<file path="config.mk">
export PLATFORM = sky130hd
export DESIGN_NAME = lvds_host
export DESIGN_NICKNAME = d
export VERILOG_FILES = /design/src/rtl/lvds_host.sv
export SDC_FILE = /design/constraint.sdc
export NUM_CORES = 1
export LEC_CHECK = 0
export CORE_ASPECT_RATIO = 1.5
export CORE_MARGIN = 2
export CORE_UTILIZATION = 45
export CTS_CLUSTER_DIAMETER = 100
export DETAILED_ROUTE_END_ITERATION = 16
export PLACE_DENSITY_LB_ADDON = 0.12
export RECOVER_POWER = 50
export SYNTH_ARGS = -nofsm -noshare
export SYNTH_HDL_FRONTEND = slang
export SYNTH_SLANG_ARGS = --single-unit
</file>
<file path="constraint.sdc">
create_clock -name clk_i -period 13 [get_ports clk_i]
set_input_delay 3.9 -clock clk_i [delete_from_list [all_inputs] [get_ports clk_i]]
set_output_delay 3.9 -clock clk_i [all_outputs]
set_load 0.005 [all_outputs]
</file>
<file path="src/rtl/lvds_host.sv">
// Host end of the two-wire LVDS remote-IO link: 56-bit command frames out as 2-bit DDR words,
// 32-bit reply frames back in, one transaction outstanding, with a reply timeout.
module lvds_host #(
  parameter bit          TINV    = 1'b0,
  parameter bit          RINV    = 1'b0,
  parameter int unsigned TIMEOUT = 1023
) (
  input  logic        clk_i,
  input  logic        rst_i,
  input  logic        cmd_valid_i,
  output logic        cmd_ready_o,
  input  logic [55:0] cmd_data_i,
  output logic [1:0]  tx_d_o,
  input  logic [1:0]  rx_d_i,
  output logic        rsp_valid_o,
  output logic [31:0] rsp_data_o,
  output logic        rsp_timeout_o
);

  localparam logic [1:0]  IDLE_WORD = {2{~TINV}};
  localparam logic [15:0] WAIT_LAST = 16'(TIMEOUT - 1);

  typedef enum logic [2:0] {IDLE, SEND, WAIT, RECV, DONE} state_t;

  state_t      state_q;
  logic [57:0] tx_sr_q;
  logic [4:0]  word_cnt_q;
  logic [15:0] wait_cnt_q;
  logic [30:0] rx_sr_q;
  logic        phase_b_q;
  logic        cmd_ready_q;
  logic [1:0]  tx_q;
  logic        rsp_valid_q;
  logic [31:0] rsp_data_q;
  logic        rsp_timeout_q;

  logic [1:0]  rx_word_d;
  logic [32:0] rx_full_d;
  logic [31:0] rx_data_d;

  // rx_full_d is s[1..33] once the 17th word is on the pins; the phase picks the 32-bit window.
  assign rx_word_d = rx_d_i ^ {2{RINV}};
  assign rx_full_d = {rx_sr_q, rx_word_d[0], rx_word_d[1]};
  assign rx_data_d = phase_b_q ? rx_full_d[31:0] : rx_full_d[32:1];

  always_ff @(posedge clk_i or posedge rst_i) begin
    if (rst_i) begin
      state_q       <= IDLE;
      tx_sr_q       <= '0;
      word_cnt_q    <= '0;
      wait_cnt_q    <= '0;
      rx_sr_q       <= '0;
      phase_b_q     <= 1'b0;
      cmd_ready_q   <= 1'b0;
      tx_q          <= IDLE_WORD;
      rsp_valid_q   <= 1'b0;
      rsp_data_q    <= '0;
      rsp_timeout_q <= 1'b0;
    end else begin
      tx_q          <= IDLE_WORD;
      rsp_valid_q   <= 1'b0;
      rsp_timeout_q <= 1'b0;
      case (state_q)
        IDLE: begin
          cmd_ready_q <= 1'b1;
          if (cmd_valid_i && cmd_ready_q) begin
            // Time-ordered frame kept MSB-first: start 0, payload MSB..LSB, pad 1.
            tx_sr_q     <= {1'b0, cmd_data_i, 1'b1};
            word_cnt_q  <= '0;
            cmd_ready_q <= 1'b0;
            state_q     <= SEND;
          end
        end
        SEND: begin
          tx_q       <= {tx_sr_q[56], tx_sr_q[57]} ^ {2{TINV}};
          tx_sr_q    <= tx_sr_q << 2;
          word_cnt_q <= word_cnt_q + 5'd1;
          if (word_cnt_q == 5'd28) begin
            wait_cnt_q <= '0;
            state_q    <= WAIT;
          end
        end
        WAIT: begin
          if (rx_word_d != 2'b11) begin
            phase_b_q  <= rx_word_d[0];
            rx_sr_q    <= {rx_sr_q[28:0], rx_word_d[0], rx_word_d[1]};
            word_cnt_q <= 5'd1;
            state_q    <= RECV;
          end else if (wait_cnt_q == WAIT_LAST) begin
            rsp_valid_q   <= 1'b1;
            rsp_timeout_q <= 1'b1;
            rsp_data_q    <= '1;
            state_q       <= DONE;
          end else begin
            wait_cnt_q <= wait_cnt_q + 16'd1;
          end
        end
        RECV: begin
          rx_sr_q    <= {rx_sr_q[28:0], rx_word_d[0], rx_word_d[1]};
          word_cnt_q <= word_cnt_q + 5'd1;
          if (word_cnt_q == 5'd16) begin
            rsp_valid_q <= 1'b1;
            rsp_data_q  <= rx_data_d;
            state_q     <= DONE;
          end
        end
        DONE: begin
          cmd_ready_q <= 1'b1;
          state_q     <= IDLE;
        end
        default: state_q <= IDLE;
      endcase
    end
  end

  assign cmd_ready_o   = cmd_ready_q;
  assign tx_d_o        = tx_q;
  assign rsp_valid_o   = rsp_valid_q;
  assign rsp_data_o    = rsp_data_q;
  assign rsp_timeout_o = rsp_timeout_q;

endmodule
</file>
## After elaboration in Yosys (flattened, before gate mapping)

Cells that the tools add are included.
W data, S select, Z words.

| cells by class | value |
|---|---|
| reductions and logical operators | 15 |
| $add $sub $neg | 2 |
| eq/ne operators | 16 |
| mux-type cells | 30 |

Operators by type and width:

| operator | count |
|---|---|
| $mux W32 | 4 |
| $pmux W58 S2 | 1 |
| $pmux W32 S2 | 1 |
| $pmux W31 S2 | 1 |
| $mux W58 | 1 |
| $mux W16 | 3 |
| $pmux W16 S2 | 1 |
| $mux W31 | 1 |
| $add A16 B1 Y16 const B | 1 |
| $eq A16 B10 Y1 const B | 1 |
| $ne A2 B2 Y1 const B | 8 |
| $mux W3 | 5 |
| $pmux W5 S3 | 1 |
| $pmux W3 S4 | 1 |
| $reduce_and A4 Y1 | 3 |
| $eq A5 B5 Y1 const B | 2 |
| $mux W5 | 2 |
| $reduce_bool A2 Y1 | 4 |
| $eq A3 B2 Y1 const B | 2 |
| $reduce_and A2 Y1 | 3 |
| $add A5 B1 Y5 const B | 1 |
| $mux W1 | 5 |
| $pmux W1 S2 | 2 |
| $eq A3 B1 Y1 const B | 1 |
| 8 further kinds | 8 |

| storage, ports and cells | value |
|---|---|
| bits of input ports | 61 |
| bits in registers | 151 |
| output and inout bits | 37 |

## Depth between registers and ports, before layout

| depth | value |
|---|---|
| word-level depth | 4 |
| mapped depth | 9 |
| depth with buffers taken out | 7 |

## Least setup slack after synthesis

Ideal clock, no wire load.

| timing path | value |
|---|---|
| path kind | in2reg |
| from | in rx_d_i[0] |
| to | reg rx_sr_q[0] |
| setup slack | 7.852 ns |
| required time | 12.875 ns |
| arrival time | 5.023 ns |
| setup time | 0.125 ns |
| stages on the path | 4 |
| path through | nand2_1 o211ai_1 clkbuf_1 mux2_2 |

| between the ends | value |
|---|---|
| cells in the longest elaborated chain, start to end | 3 |

Ends and longest elaborated chain:

| element | line | text |
|---|---|---|
| from (decl) | 14 | `input logic [1:0] rx_d_i,` |
| $ne A2 B2 Y1 | 84 | `if (rx_word_d != 2'b11) begin` |
| $ne A2 B2 Y1 (no line) | - |  |
| $reduce_and A2 Y1 (no line) | - |  |
| to (signal assigned) | 86 | `rx_sr_q <= {rx_sr_q[28:0], rx_word_d[0], rx_word_d[1]};` |
| to (signal assigned) | 99 | `rx_sr_q <= {rx_sr_q[28:0], rx_word_d[0], rx_word_d[1]};` |
| to (decl) | 29 | `logic [30:0] rx_sr_q;` |

No other way between the ends.
A chain may end at the register's enable or synchronous reset.

## Worst setup path after layout

| timing path | value |
|---|---|
| from | in cmd_valid_i |
| to | reg tx_sr_q[32] |

| between the ends | value |
|---|---|
| cells in the longest elaborated chain, start to end | 3 |

Ends and longest elaborated chain:

| element | line | text |
|---|---|---|
| from (decl) | 10 | `input logic cmd_valid_i,` |
| $logic_and A1 B1 Y1 | 66 | `if (cmd_valid_i && cmd_ready_q) begin` |
| $ne A2 B2 Y1 (no line) | - |  |
| $reduce_and A2 Y1 (no line) | - |  |
| to (signal assigned) | 68 | `tx_sr_q <= {1'b0, cmd_data_i, 1'b1};` |
| to (signal assigned) | 76 | `tx_sr_q <= tx_sr_q << 2;` |
| to (decl) | 26 | `logic [57:0] tx_sr_q;` |

No other way between the ends.

==> flow_summary.yaml <==
outcome:
  status: "finished, violations left"
  violations: "capacitance limit, slew limit"
drt:
  wl_per_cell_um: 15.7
  routed_wl_mm: 14.2
  drt_first_pass_iters: 4
  first_iter_violations: 194
  vias_per_cell: 5.43
  drc: 0
  ant_nets: 0
  dr_total_vias: 4917
logic_synthesis:
  async_flop_share: 1.00
  netlist_instances: 611
  syn-cell-area_um2: 6610
  syn_avg_cell_area_um2: 10.8
  synth-edff-count: 0
  synth-main-ff-cell: "dfrtp_1"
  ys_seq_elements: 151
  synth-warning-count: 0
  synth_cell_types: 51
  ys_seq_area_frac: 0.572
  synth_nets: 676
final_layout:
  area_growth_pct: 25.1
  insertedDiodeCount: 0
  fin_util: 0.572
  nNetsFinal: 761
  final_cell_mix: "dfrtp_1, nor2_1, o22ai_1, clkdlybuf4s50_1, dlygate4sd3_1"
  drive_gt1_frac: 0.120
  mostFrequentLayoutCell: "dfrtp_1"
timing:
  rsz0062_at_grt: "no"
  worstMarginPinSlew_ns: 3.73
  finalHoldViolCount: 0
  setup-tns-final_ns: 0
  period_share: 0.607
  finalMaxSlewViolations: 184
  fin_crit_ns: 7.89
  whs_ns: 0.480
  fmax_mhz: 127
  setup_viol: 0
  timing.slew.headroom: -1.50
  clock_skew_ns: 0.00848
clock_tree:
  cts_setup_buffers: 0
  cts_buffers: 17
  cts_sinks: 151
  ctsHoldBuffers: 0
  clk_pin_slew_ns: 0.06
  cts_root_buf: "clkbuf_16"
  clock_latency_ns: 0.41
  cts.repair.resized: 0
  clockBufferDepth: 2
  cts_tree: "built"
  htree_levels: 4
worst_hold_path:
  whs_path_depth: 1
  whs_endpoint: "tx_d_o[0]"
  hp-start: "tx_sr_q[57]"
  hold_path_class: "reg -> reg"
critical_path:
  cp-startpoint: "cmd_valid_i"
  critical_path.max_fanout: 61
  r2r_start: "state_q[1]"
  worst_ep_arrival_time_ns: 8.18
  reg2reg_depth: 6
  critical_path_class: "in -> reg"
  cp-end-kind: "flop"
  cp.required_ns: 13.29
  startpoint_type: "input port"
  regToRegSetupSlack_ns: 8.54
  r2r-end: "tx_sr_q[32]"
die:
  core_um2: 14500
  initial_utilization: 0.457
  die-area_um2: 15700
  boundaryPins: 98
  die_w_um: 103
  dieHeight_um: 152
  rows: 54
place:
  gp_congestion: 0.876
  port_buffers: 97
  dp_hpwl_mm: 9.26
power_and_ir_drop:
  power.density_nw_per_um2: 207
  max-vdd-ir-drop_uv: 91.5
  p_leak_nw: 3.71
global_routing:
  grt_pass1_vias: 4993
  grt_pass1_wl_mm: 24.1
  grt_usage: 0.192
  grt_max_degree: 88
  grt_overflow: 0
  antenna_found_initial: 0
flow_run:
  cap_violations: 3
## where the power goes
| part | switching [mW] | total [mW] | internal, mW |
|---|---|---|---|
| registers | 0.128 | 0.755 | 0.627 |
| logic | 0.231 | 0.482 | 0.250 |
| clock network | 0.205 | 0.475 | 0.269 |
| total | 0.565 | 1.71 | 1.15 |
## flip-flops by register name, indices dropped and copies added (netlist names)
name and count:
tx_d_o 2, wait_cnt_q 16, rsp_timeout_o 1, rx_sr_q 31
rsp_data_o 32, state_q 3, phase_b_q 1, cmd_ready_o 1
word_cnt_q 5, tx_sr_q 58, rsp_valid_o 1
## final cells by class
| class | instances | area [um2] |
|---|---|---|
| flip-flops and latches | 151 | 3780 |
| multi-input cells | 412 | 2620 |
| well taps | 196 | 245 |
| fillers | 1299 | 6190 |
| repair buffers | 104 | 1020 |
| clock inverters | 14 | 140 |
| inverters | 10 | 38.8 |
| clock buffers | 18 | 429 |
## worst max path at each step
stage / end / slack (ns) / cells past startpoint
after global routing: tx_sr_q[7] / 4.61 / 7
final: tx_sr_q[32] / 5.11 / 7
after global placement: tx_sr_q[7] / 6.69 / 7
after detailed placement: tx_sr_q[32] / 6.64 / 7
after floorplan: cmd_ready_o / 5.04 / 1
after CTS: tx_sr_q[32] / 7.08 / 7
## kinds of logic after synthesis
family	synth area share
buf+inv	0.0310
mux	0.103
compound gates	0.150
flops	0.572
fa+ha+maj	0.00757
xor+xnor	0.00398
simple gates	0.132
## cell usage after synthesis (2+ instances only)
master     instances  area [um2]
dfrtp_1          149        3730
nor2_1           122         458
o22ai_1           57         357
a2bb2oi_1         33         289
mux2_2            32         360
mux2i_1           32         320
clkbuf_1          31         116
nand2_1           29         109
a31oi_1           18         113
o21ai_0           14        70.1
inv_1             10        37.5
nand3_1            9        45.0
nor3_1             9        45.0
and3_1             5        31.3
buf_4              4        30.0
ha_1               4        50.1
nand4_1            4        25.0
and2_1             3        18.8
nor4b_1            3        26.3
o21a_1             3        22.5
or3_1              3        18.8
xor2_1             3        26.3
a211oi_1           2        15.0
a21oi_1            2        10.0
a41oi_1            2        17.5
dfstp_2            2        52.6
or2_2              2        12.5
## per-layer routing
metal  up-vias  part of all wire  track usage  wire length (um)
li1       2371                 -            -                 -
met1      2426              0.44        0.247              6250
met2       109              0.51        0.315              7260
met3        11             0.041       0.0472               577
met4         0            0.0098       0.0620               139
met5         -                 0            0                 0
## critical path: stages
cell	delay, ns
dlygate4sd3_1	0.53
and3b_1	0.22
nand2_2	0.08
clkbuf_1	1.81
nand2_2	1.20
nor2_1	0.33
nor2_1	0.06
## through the flow
step	total power, mW	instances	instance area, um2	setup WS (ns)
floorplan	1.10	611	6610	5.04
global placement	1.24	873	7720	6.69
detailed placement	1.26	873	7720	6.64
CTS	1.74	905	8290	7.08
global route	1.83	905	8270	4.61
finish	1.71	905	8270	5.11
Note: power is estimated with default switching activity, not from simulation.
